$ cat src/rtl/ccc_reconfig_ctrl_pkg.sv
// rtl/ccc_reconfig_ctrl_pkg.sv - shared types and constants for the CCC reconfiguration sequencer
package ccc_ctrl_pkg;

  typedef enum logic [1:0] {
    IDLE      = 2'd0,
    SHIFT     = 2'd1,
    UPDATE    = 2'd2,
    WAIT_LOCK = 2'd3
  } ccc_state_e;

  localparam int CCC_CFG_W_DEF = 81;

  // Bit offsets of the divider fields inside the serial configuration word
  localparam int OADIV_OFS  = 0;
  localparam int OBDIV_OFS  = 5;
  localparam int OCDIV_OFS  = 10;
  localparam int FINDIV_OFS = 15;
  localparam int FBDIV_OFS  = 22;

endpackage

$ cat src/rtl/ccc_reconfig_ctrl_if.sv
// rtl/ccc_reconfig_ctrl_if.sv - request and CCC dynamic-config signals of the reconfiguration sequencer
interface ccc_reconfig_ctrl_if
  import ccc_ctrl_pkg::*;
#(
  parameter int CFG_W = CCC_CFG_W_DEF
);
  logic             cfg_req;
  logic [CFG_W-1:0] cfg_word;
  logic             cfg_ack;
  logic             busy;
  logic             done;
  logic             err;
  logic             stat_ok;
  logic             sclk;
  logic             sdin;
  logic             sshift;
  logic             supdate;
  logic             lock_in;
  logic             locked;
  logic             lock_lost;

  modport master (
    output cfg_req, cfg_word, lock_in,
    input  cfg_ack, busy, done, err, stat_ok, sclk, sdin, sshift, supdate, locked, lock_lost
  );

  modport slave (
    input  cfg_req, cfg_word, lock_in,
    output cfg_ack, busy, done, err, stat_ok, sclk, sdin, sshift, supdate, locked, lock_lost
  );
endinterface

$ cat src/rtl/ccc_reconfig_ctrl_lock_sync.sv
// rtl/ccc_reconfig_ctrl_lock_sync.sv - two-flop synchroniser for the asynchronous CCC lock
module ccc_lock_sync (
  input  logic clk,
  input  logic rst,
  input  logic async_in,
  output logic sync_out
);
  logic meta;

  always_ff @(posedge clk or posedge rst) begin
    if (rst) begin
      meta     <= 1'b0;
      sync_out <= 1'b0;
    end else begin
      meta     <= async_in;
      sync_out <= meta;
    end
  end
endmodule

$ cat src/rtl/ccc_reconfig_ctrl.sv
// rtl/ccc_reconfig_ctrl.sv - serialises a CCC config word, strobes update, waits for lock with timeout
// Optional sticky lock-loss monitor built only when CCC_LOCK_MONITOR_EN is defined.
module ccc_reconfig_ctrl
  import ccc_ctrl_pkg::*;
#(
  parameter int CFG_W       = CCC_CFG_W_DEF,
  parameter int SCLK_DIV    = 2,
  parameter int LOCK_TMO    = 4096,
  parameter int LOCK_STABLE = 16
) (
  input logic                clk,
  input logic                rst,
  ccc_reconfig_ctrl_if.slave bus
);
  localparam int PH_W  = $clog2(2 * SCLK_DIV);
  localparam int BIT_W = $clog2(CFG_W);
  localparam int TMO_W = $clog2(LOCK_TMO + 1);
  localparam int STB_W = $clog2(LOCK_STABLE + 1);

  localparam logic [PH_W-1:0]  PH_LAST  = PH_W'(2 * SCLK_DIV - 1);
  localparam logic [PH_W-1:0]  SCLK_HI  = PH_W'(SCLK_DIV);
  localparam logic [PH_W-1:0]  UPD_LAST = PH_W'(SCLK_DIV - 1);
  localparam logic [BIT_W-1:0] BIT_LAST = BIT_W'(CFG_W - 1);
  localparam logic [TMO_W-1:0] TMO_MAX  = TMO_W'(LOCK_TMO);
  localparam logic [STB_W-1:0] STB_MAX  = STB_W'(LOCK_STABLE);

  ccc_state_e       state, state_nxt;
  logic [CFG_W-1:0] sr;
  logic [PH_W-1:0]  ph;
  logic [BIT_W-1:0] bit_cnt;
  logic [TMO_W-1:0] tmo_cnt;
  logic [STB_W-1:0] stb_cnt;
  logic             locked;
  logic             cfg_ack_q, done_q, err_q, stat_ok_q;

  logic accept, bit_end, last_bit, upd_end, lock_ok, lock_tmo;

  assign accept   = (state == IDLE) && bus.cfg_req;
  assign bit_end  = (ph == PH_LAST);
  assign last_bit = (bit_cnt == BIT_LAST);
  assign upd_end  = (ph == UPD_LAST);
  assign lock_ok  = (stb_cnt == STB_MAX);
  assign lock_tmo = (tmo_cnt == TMO_MAX);

  ccc_lock_sync u_lock_sync (
    .clk      (clk),
    .rst      (rst),
    .async_in (bus.lock_in),
    .sync_out (locked)
  );

  always_ff @(posedge clk or posedge rst) begin
    if (rst) state <= IDLE;
    else     state <= state_nxt;
  end

  always_comb begin
    state_nxt = state;
    case (state)
      IDLE:      if (bus.cfg_req)         state_nxt = SHIFT;
      SHIFT:     if (bit_end && last_bit) state_nxt = UPDATE;
      UPDATE:    if (upd_end)             state_nxt = WAIT_LOCK;
      WAIT_LOCK: if (lock_ok || lock_tmo) state_nxt = IDLE;
      default:                            state_nxt = IDLE;
    endcase
  end

  always_comb begin
    bus.sshift  = 1'b0;
    bus.sclk    = 1'b0;
    bus.sdin    = 1'b0;
    bus.supdate = 1'b0;
    case (state)
      SHIFT: begin
        bus.sshift = 1'b1;
        bus.sclk   = (ph >= SCLK_HI);
        bus.sdin   = sr[0];
      end
      UPDATE:  bus.supdate = 1'b1;
      default: ;
    endcase
  end

  assign bus.busy    = (state != IDLE);
  assign bus.cfg_ack = cfg_ack_q;
  assign bus.done    = done_q;
  assign bus.err     = err_q;
  assign bus.stat_ok = stat_ok_q;
  assign bus.locked  = locked;

  always_ff @(posedge clk or posedge rst) begin
    if (rst) begin
      sr        <= '0;
      ph        <= '0;
      bit_cnt   <= '0;
      tmo_cnt   <= '0;
      stb_cnt   <= '0;
      cfg_ack_q <= 1'b0;
      done_q    <= 1'b0;
      err_q     <= 1'b0;
      stat_ok_q <= 1'b0;
    end else begin
      cfg_ack_q <= 1'b0;
      done_q    <= 1'b0;
      err_q     <= 1'b0;
      case (state)
        IDLE: if (accept) begin
          sr        <= bus.cfg_word;
          ph        <= '0;
          bit_cnt   <= '0;
          cfg_ack_q <= 1'b1;
          stat_ok_q <= 1'b0;
        end
        SHIFT: begin
          // end of the SCLK high phase is the falling edge: advance to the next bit
          if (bit_end) begin
            ph <= '0;
            sr <= sr >> 1;
            if (!last_bit) bit_cnt <= bit_cnt + 1'b1;
          end else begin
            ph <= ph + 1'b1;
          end
        end
        UPDATE: begin
          if (upd_end) begin
            ph      <= '0;
            tmo_cnt <= '0;
            stb_cnt <= '0;
          end else begin
            ph <= ph + 1'b1;
          end
        end
        WAIT_LOCK: begin
          if (!lock_tmo) tmo_cnt <= tmo_cnt + 1'b1;
          if (!locked)      stb_cnt <= '0;
          else if (!lock_ok) stb_cnt <= stb_cnt + 1'b1;
          // success takes priority over a coincident timeout
          if (lock_ok) begin
            done_q    <= 1'b1;
            stat_ok_q <= 1'b1;
          end else if (lock_tmo) begin
            err_q <= 1'b1;
          end
        end
        default: ;
      endcase
    end
  end

`ifdef CCC_LOCK_MONITOR_EN
  logic lock_lost_q;

  always_ff @(posedge clk or posedge rst) begin
    if (rst)                                        lock_lost_q <= 1'b0;
    else if (accept)                                lock_lost_q <= 1'b0;
    else if ((state == IDLE) && stat_ok_q && !locked) lock_lost_q <= 1'b1;
  end

  assign bus.lock_lost = lock_lost_q;
`else
  assign bus.lock_lost = 1'b0;
`endif

endmodule

$ cat src/flat_wrapper.sv
// flat-port wrapper written by rule: the top's interface ports become plain ports
module ccc_reconfig_ctrl_flat import ccc_ctrl_pkg::*;
#(
  parameter int CFG_W       = CCC_CFG_W_DEF,
  parameter int SCLK_DIV    = 2,
  parameter int LOCK_TMO    = 4096,
  parameter int LOCK_STABLE = 16
)
  (clk, rst, bus_cfg_req, bus_cfg_word, bus_lock_in, bus_cfg_ack, bus_busy, bus_done, bus_err, bus_stat_ok, bus_sclk, bus_sdin, bus_sshift, bus_supdate, bus_locked, bus_lock_lost);
  ccc_reconfig_ctrl_if #(.CFG_W(CFG_W)) bus_i ();
  input logic clk;
  input logic rst;
  input wire logic [$bits(bus_i.cfg_req)-1:0] bus_cfg_req;
  input wire logic [$bits(bus_i.cfg_word)-1:0] bus_cfg_word;
  input wire logic [$bits(bus_i.lock_in)-1:0] bus_lock_in;
  output wire logic [$bits(bus_i.cfg_ack)-1:0] bus_cfg_ack;
  output wire logic [$bits(bus_i.busy)-1:0] bus_busy;
  output wire logic [$bits(bus_i.done)-1:0] bus_done;
  output wire logic [$bits(bus_i.err)-1:0] bus_err;
  output wire logic [$bits(bus_i.stat_ok)-1:0] bus_stat_ok;
  output wire logic [$bits(bus_i.sclk)-1:0] bus_sclk;
  output wire logic [$bits(bus_i.sdin)-1:0] bus_sdin;
  output wire logic [$bits(bus_i.sshift)-1:0] bus_sshift;
  output wire logic [$bits(bus_i.supdate)-1:0] bus_supdate;
  output wire logic [$bits(bus_i.locked)-1:0] bus_locked;
  output wire logic [$bits(bus_i.lock_lost)-1:0] bus_lock_lost;
  assign bus_i.cfg_req = bus_cfg_req;
  assign bus_i.cfg_word = bus_cfg_word;
  assign bus_i.lock_in = bus_lock_in;
  assign bus_cfg_ack = bus_i.cfg_ack;
  assign bus_busy = bus_i.busy;
  assign bus_done = bus_i.done;
  assign bus_err = bus_i.err;
  assign bus_stat_ok = bus_i.stat_ok;
  assign bus_sclk = bus_i.sclk;
  assign bus_sdin = bus_i.sdin;
  assign bus_sshift = bus_i.sshift;
  assign bus_supdate = bus_i.supdate;
  assign bus_locked = bus_i.locked;
  assign bus_lock_lost = bus_i.lock_lost;
  ccc_reconfig_ctrl #(.CFG_W(CFG_W), .SCLK_DIV(SCLK_DIV), .LOCK_TMO(LOCK_TMO), .LOCK_STABLE(LOCK_STABLE)) u_core (.clk(clk), .rst(rst), .bus(bus_i));
endmodule
$ cat config.mk
export PLATFORM = sky130hd
export DESIGN_NAME = ccc_reconfig_ctrl_flat
export DESIGN_NICKNAME = d
export VERILOG_FILES = /design/src/rtl/ccc_reconfig_ctrl_pkg.sv /design/src/rtl/ccc_reconfig_ctrl_if.sv /design/src/rtl/ccc_reconfig_ctrl_lock_sync.sv /design/src/rtl/ccc_reconfig_ctrl.sv /design/src/flat_wrapper.sv
export SDC_FILE = /design/constraint.sdc
export NUM_CORES = 1
export LEC_CHECK = 0
export ABC_AREA = 1
export CAP_MARGIN = 20
export CORE_UTILIZATION = 49
export DETAILED_ROUTE_END_ITERATION = 7
export PLACE_DENSITY = 0.77
export SYNTH_ARGS = -nofsm -noshare
export SYNTH_HDL_FRONTEND = slang
export SYNTH_SLANG_ARGS = --single-unit
$ cat constraint.sdc
create_clock -name clk -period 3.4 [get_ports clk]
set_input_delay 0.51 -clock clk [delete_from_list [all_inputs] [get_ports clk]]
set_output_delay 0.51 -clock clk [all_outputs]
set_load 0.1 [all_outputs]
Word level (Yosys, flattened, before mapping)

Index checks and enable logic that the tools add are counted.

Register bits: 116
Output and inout port bits: 11
Logic and storage cells: 88

Add/sub/neg operators: 4
$lt $le $gt $ge: 1
Equality and inequality tests: 18
Muxes and demuxes: 37
Reductions and logical operators: 16

Operator list:

| operator                | count |
|---|---|
| $mux W81                | 2 |
| $pmux W81 S2            | 1 |
| $mux W13                | 2 |
| $pmux W13 S2            | 1 |
| $mux W7                 | 3 |
| $mux W5                 | 3 |
| $mux W2                 | 7 |
| $pmux W7 S2             | 1 |
| $add A13 B1 Y13 const B | 1 |
| $eq A13 B13 Y1 const B  | 1 |
| $mux W1                 | 13 |
| $ne A2 B1 Y1 const B    | 6 |
| $reduce_and A3 Y1       | 4 |
| $pmux W5 S2             | 1 |
| $pmux W2 S4             | 1 |
| $reduce_and A4 Y1       | 2 |
| $reduce_bool A2 Y1      | 4 |
| $add A7 B1 Y7 const B   | 1 |
| $eq A7 B7 Y1 const B    | 1 |
| $eq A2 B2 Y1 const B    | 3 |
| $ne A2 B2 Y1 const B    | 3 |
| $pmux W2 S3             | 1 |
| $add A5 B1 Y5 const B   | 1 |
| $eq A5 B5 Y1 const B    | 1 |
| other kinds (10)        | 12 |

Logic depth before layout (Yosys ltp)

Gate-level depths: netlist of run 1.

Depth after elaboration: 4
Depth in mapped cells: 11
Mapped depth without buffers: 11

By module

A second synthesis of run 1 with hierarchy kept.

Cell total of the unflattened synthesis: 739
Area, all modules: 5831.8 sq um

By module, submodules not included:

| module            | instances | cells an instance | area each (sq um) | seq. area each (sq um) |
|---|---|---|---|---|
| ccc_reconfig_ctrl | 1         | 736               | 5778.0            | 2852.7 |
| ccc_lock_sync     | 1         | 3                 | 53.8              | 50.0 |

Least setup slack after synthesis of run 1

No wires, ideal clock.

Kind: reg2out
Start: register u_core.state[1]
End: output port bus_sclk
Arrival: 3058 ps
Required time: 2890 ps
Setup slack: -168 ps
Cell stages (with the launch flop): 6
Buffers on the path: 1
Cells stage by stage: dfrtp_1 -> inv_1 -> ha_1 -> buf_6 -> inv_2 -> a21oi_1

Longest elaborated chain between the ends: 2

Ends and longest elaborated chain:

| what                   | line                    | RTL |
|---|---|---|
| from (decl)            | ccc_reconfig_ctrl.sv:27 | `ccc_state_e state, state_nxt;` |
| from (signal assigned) | ccc_reconfig_ctrl.sv:54 | `else state <= state_nxt;` |
| $eq A2 B1 Y1           | ccc_reconfig_ctrl.sv:73 | `case (state)` |
| $mux W1                | ccc_reconfig_ctrl.sv:73 |  |
| to (decl)              | flat_wrapper.sv:21      | `output wire logic [$bits(bus_i.sclk)-1:0] bus_sclk;` |

No other way between the ends.

Worst setup path after layout of run 1

Ends and elaborated chain as after synthesis.

==> results of run 1 <==
==> cells in the mapped netlist <==
library cell	number	area, sq um
a31oi_1	1	6.26
buf_1	5	18.8
a21oi_1	3	15.0
buf_2	8	40.0
buf_4	1	7.51
buf_6	8	90.1
nor2_1	27	101
o21ai_0	23	115
ha_1	14	175
inv_1	125	469
buf_8	2	30.0
o211ai_2	10	125
inv_2	2	7.51
o21a_1	1	7.51
a21o_1	1	7.51
nand4_1	5	31.3
nand2_2	1	6.26
xnor2_1	2	17.5
nand3_1	31	155
nand2_1	172	646
o211ai_1	70	526
o21ai_1	82	410
nand3b_1	1	7.51
a21oi_4	1	16.3
clkbuf_1	16	60.1
xor2_1	3	26.3
nor3_1	1	5.00
o22ai_1	1	6.26
conb_1	1	3.75
dfrtp_1	116	2900
or2_2	4	25.0
==> flip-flops by register name, summed over array words and instances (netlist names) <==
name and count:
u_core.stb_cnt 5, u_core.sr 81, u_core.state 2, u_core.u_lock_sync.sync_out 1, u_core.u_lock_sync.meta 1, u_core.bus.done 1
u_core.bus.stat_ok 1, u_core.bus.err 1, u_core.bit_cnt 7, u_core.tmo_cnt 13, u_core.bus.cfg_ack 1, u_core.ph 2
==> stage by stage <==
| stage | cell area (sq um) | cells | total power [mW] | setup slack [ns] | hold slack (ns) |
|---|---|---|---|---|---|
| after detailed placement | 7030 | 943 | 5.37 | 1.11 | 0.346 |
| after global routing | 7630 | 976 | 7.71 | 0.581 | 0.362 |
| after CTS | 7630 | 975 | 7.20 | 0.714 | 0.357 |
| after floorplan | 6070 | 738 | 4.86 | 0.237 | 0.331 |
| after global placement | 7030 | 943 | 5.20 | 1.18 | 0.337 |
| final | 7630 | 976 | 7.13 | 0.744 | 0.355 |
==> report_power, final <==
group | internal, mW | switching [mW] | leakage, nW
clock network | 1.17 | 0.607 | 0.288
logic | 1.07 | 2.15 | 1.72
registers | 1.96 | 0.179 | 1.46
total | 4.20 | 2.94 | 3.47
==> metal layers <==
layer | global-route usage (%) | wire, microns
met4 | 10.5 | 221
met5 | 0 | 0
met2 | 33.8 | 6090
met3 | 6.75 | 648
met1 | 27.7 | 6010
==> final cells by class <==
cell class,instances,share of cell area [%]
multi-input combinational,455,32.1
inverter,127,6.30
sequential,116,38.1
clock inverter,8,1.28
clock buffer,24,6.58
tap,147,2.41
timing repair buffer,98,13.2
antenna,1,0.0328
==> placed cells by master (no fill, tap or decap), drive strengths merged <==
cell / count
clkinvlp: 4
bufinv: 2
clkbuf: 24
ha: 14
nor3: 1
diode: 1
a31oi: 1
a21o: 1
buf: 9
clkdlybuf4s50: 89
nand3: 31
o21ai: 105
clkinv: 3
or2: 4
dfrtp: 116
xnor2: 2
o22ai: 1
nor2: 27
o21a: 1
conb: 1
nand4: 5
xor2: 3
nand2: 173
a21oi: 4
nand3b: 1
inv: 126
o211ai: 80
==> worst paths after layout <==
kind,end,from,depth (start not counted),slack (ns)
worst max register to register,u_core.sr[40],u_core.state[1],7,1.08
worst min register to register,u_core.u_lock_sync.sync_out,u_core.u_lock_sync.meta,0,0.35
worst min-delay path,u_core.u_lock_sync.sync_out,u_core.u_lock_sync.meta,0,0.35
min in group asynchronous,u_core.sr[6],rst,3,0.61
max in group asynchronous,u_core.stb_cnt[3],rst,3,2.29
worst max-delay path,bus_sclk,u_core.state[1],5,0.74
==> kinds of logic after synthesis <==
kind of cell,Yosys count
xor gates and xnor gates,5
AOI/OAI and AO/OA,193
adders and majority gates,14
other,1
and+or+nand+nor,242
buffers and inverters,167
DFF,116
==> results.md, run 1 <==
- Grt total ovfl: 0
- CTS sink count: 116
- Period minus WS final: 2.66 ns
- Post-CTS setup buffer count: 0
- Simple-gate share of the synthesized area: 16.1%
- H-tree depth: 4
- Tcrit/Tclk final: 78.1%
- Area of the multi-input gates: 2450 sq um
- Root Driver: clkbuf_16
- CTS clk-pin slew, worst paths: 0.05 ns
- Outcome: finished clean
- Post-synthesis cell area: 6060 sq um
- Port bufs: 94
- XOR/XNOR share of the synthesized area: 0.723%
- Synth Area per Inst: 8.21 sq um
- CTS resizes: 0
- CTS tree: built
- Worst-Margin Slew: 0.979 ns
- Highest clock rate: 376 MHz
- Post-Syn Nets: 837
- Worst EP arrival: 2.15 ns
- Slew HR: 34.5%
- Post-DP HPWL: 8440 microns
- CP max FO: 54
- Drt total wl: 13000 microns
- Pleak: 3.47 nW
- Num CTS Buffers: 17
- Ports: 96
- Max VDD drop: 0.00129 V
- PwrDens: 935 nW/um^2
- Sequential cell area: 2900 sq um
- Vias in the first global route: 4827
- Final Max Tran Viols: 0
- Clock Path Buffers: 2
- Setup crit end kind: primary output
- Final #Nets: 914
- Post-synthesis mux area share: 0%
- Drt wl/cell: 13.3 microns
- Final Hold Viols: 0
- Req. time, crit path: 2.89 ns
- First-pass detailed-route iteration total: 5
- WS Path Type: reg2out
- Buf/Inv on CP: 3
- Initial Util: 50.5%
- Global-route wire length before repair: 21800 microns
- Ys Warns: 0
- Worst clock skew: 0.00712 ns
- Post-synthesis sequential area ratio: 47.9%
- Min-delay worst type: reg2reg
- Post-layout util: 63.5%
- Initial antenna violation count: 1
- Total negative setup slack: 0 ns
- Slowest-stage cell, CP: ha_4
- Die Wd: 113 microns
- DR iter-0 viols: 509
- Post-synthesis compound-gate area fraction: 20.4%
- Post-route ant nets: 0
- Main combinational cell family by area after synthesis: compound AO/OA/AOI/OAI gates
- Syn Inst Count: 738
- Post-synth cell types: 31
- Startpoint types: flip-flop
- Clock latency at the later pin of the worst-skew pair: 0.41 ns
- Hold bufs inserted after CTS: 0
- CP Cell Sequence: inv_1 -> ha_4 -> inv_2 -> a21oi_2 -> buf_4
- Die Ht: 113 microns
- Die outline area: 12800 sq um
- Area delta synth->final: 25.9%
- Largest net degree at the start of global routing: 120
- Via/cell ratio: 5.16
- Core box area: 12000 sq um
- Max-cap violations: 0
- GRT Util Overall: 21.7%
- Crit path largest cell delay: 0.54 ns
- Fillers: 1019
- DR vias: 5035
- RSZ-0062 raised after global routing: no
- Final Setup Violations: 0
- Share of layout cells above drive strength 1: 7.25%
- Final GP Congestion: 0.907
- DRC viols: 0
- Adder-cell share of the synthesized area: 2.89%
- Delay-heaviest family, CP: buffers and inverters
- Rows: 40
- Yosys reg bits: 116
Power figures use the tool's default switching activity.
==> inputs of run 2 (changes only) <==
Settings changed: CORE_UTILIZATION 49 to 54, PLACE_DENSITY 0.77 to 0.8.
Clock period 3.4 ns to 2.7 ns, I/O delays scaled along.
==> results.md, run 2 (same netlist as run 1, synthesis figures left out) <==
- Clock latency at the later pin of the worst-skew pair: 0.53 ns
- Dpl ws: 0.552 ns
- Hold Crit Depth: 1
- Die Wd: 108 microns
- GRT Util Overall: 25.0%
- Port bufs: 94
- Die Ht: 108 microns
- Delay-heaviest family, CP: buffers and inverters
- Period minus WS final: 2.50 ns
- Pleak: 3.50 nW
- Final Setup Violations: 0
- Final Hold Viols: 0
- Cells on worst reg2reg path: 8
- RSZ-0062 raised after global routing: no
- Number of flip-flops in the largest register: 81
- Worst r2r src: u_core.state[0]
- Outcome: finished clean
- Worst setup margin: 0.196 ns
- Worst clock skew: 0.00634 ns
- Drt total wl: 13100 microns
- Slowest-stage cell, CP: dfrtp_1
- CTS resizes: 0
- DP Cell Count: 940
- PwrDens: 1190 nW/um^2
- Post-CTS setup buffer count: 0
- Highest clock rate: 399 MHz
- Ant. Diodes: 0
- Worst-Margin Slew: 0.603 ns
- Area delta synth->final: 26.6%
- DRC viols: 0
- Crit path largest cell delay: 0.42 ns
- Reg2reg end: u_core.tmo_cnt[2]
- Share of layout cells above drive strength 1: 8.53%
- Setup crit end kind: primary output
- Commonest non-fill, non-tap cell in the layout: nand2_1
- CTS clk-pin slew, worst paths: 0.06 ns
- Final Non-Filler Cells: 972
- CP max FO: 42
- DR iter-0 viols: 351
- Drt wl/cell: 13.5 microns
- Final GP Congestion: 0.891
- Largest reg by FF count: u_core.sr
- Post-route ant nets: 0
- WS Path Type: reg2out
- Slew HR: 59.8%
- Req. time, crit path: 2.30 ns
- Tcrit/Tclk final: 92.7%
- Post-layout util: 70.5%
- Total negative setup slack: 0 ns
- CTS sink count: 116
- Num CTS Buffers: 17
- Largest net degree at the start of global routing: 117
- Ports: 96
- Critical hold path startpoint: bus_lock_in
- Final Max Tran Viols: 0
- Worst EP arrival: 2.10 ns
- Global-route wire length before repair: 22500 microns
- Rows: 38
- Post-DP HPWL: 8710 microns
- Final #Nets: 918
- Most frequent cells in the layout: nand2_1 (172), inv_1 (123), dfrtp_1 (116)
- Buf/Inv on CP: 4
- Startpoint types: flip-flop
- First-pass detailed-route iteration total: 5
- Core box area: 10900 sq um
- Die outline area: 11700 sq um
- Grt total ovfl: 0
- H-tree depth: 4
- Top Registers: u_core.sr (81), u_core.tmo_cnt (13), u_core.bit_cnt (7)
- Worst hold path endpoint: u_core.u_lock_sync.meta
- Initial Util: 55.7%
- Root Driver: clkbuf_8
- DR vias: 5122
- Max VDD drop: 0.000921 V
- Vias in the first global route: 5110
- Clock Path Buffers: 2
- CTS tree: built
- Min-delay worst type: in2reg
- R2R Setup Slk: 0.60 ns
- Via/cell ratio: 5.27
- Max-cap violations: 0
- CP Cell Sequence: inv_1 -> ha_4 -> buf_4 -> nand2_1 -> clkinvlp_4 -> buf_12
- Initial antenna violation count: 0
- Hold bufs inserted after CTS: 0
## run 2: layout make-up
| type | count | area (sq um) |
|---|---|---|
| multi-input cells | 455 | 2460 |
| inverters | 127 | 484 |
| repair buffers | 102 | 1050 |
| fillers | 827 | 3220 |
| clock buffers | 22 | 473 |
| well taps | 140 | 175 |
| clock inverters | 10 | 128 |
| flip-flops and latches | 116 | 2900 |
## run 2: power breakdown
part	internal (mW)	switching, mW	total (mW)
Clock	1.49	0.767	2.26
Combinational	1.39	2.78	4.17
Sequential	2.47	0.234	2.70
Total	5.35	3.78	9.13
## run 2: metal layers
layer / wire length, microns / GRT usage, % / up-vias
met5: 0 / 0 / -
met4: 244 / 10.6 / 0
met3: 615 / 7.35 / 24
met2: 6440 / 40.2 / 135
met1: 5850 / 31.5 / 2398
li1: - / - / 2565
## run 2: metrics by stage
stage	cell area [sq um]	power (mW)	hold WS [ns]
floorplan	6080	6.14	0.331
global placement	7070	6.62	0.333
detailed placement	7070	6.85	0.336
CTS	7670	9.19	0.313
global route	7670	9.87	0.313
finish	7670	9.13	0.338
## run 2: worst max path at each step
stage,from,to,depth (start not counted)
4_1_cts,u_core.state[1],bus_sdin,6
5_1_grt,u_core.state[1],bus_sdin,6
3_3_place_gp,bus_cfg_req,u_core.sr[76],8
3_5_place_dp,bus_cfg_req,u_core.sr[49],8
2_1_floorplan,u_core.state[1],bus_sdin,7
6_report,u_core.state[1],bus_sdin,6
## run 2: worst reg2reg max path, cell delays in order, from the launching register on
cell and delay (ns):
dfrtp_1 0.44, inv_1 0.12, ha_1 0.27, inv_1 0.09
nor2_1 0.05, nor2_1 0.28, nand2_1 0.42, nand2_1 0.18
o21ai_0 0.10
==> inputs of run 3 (changes only) <==
Settings changed: GPL_ROUTABILITY_DRIVEN set to 0.
==> results of run 3 <==
Same layout as run 2: the final DEF is identical, and so are final timing and power.
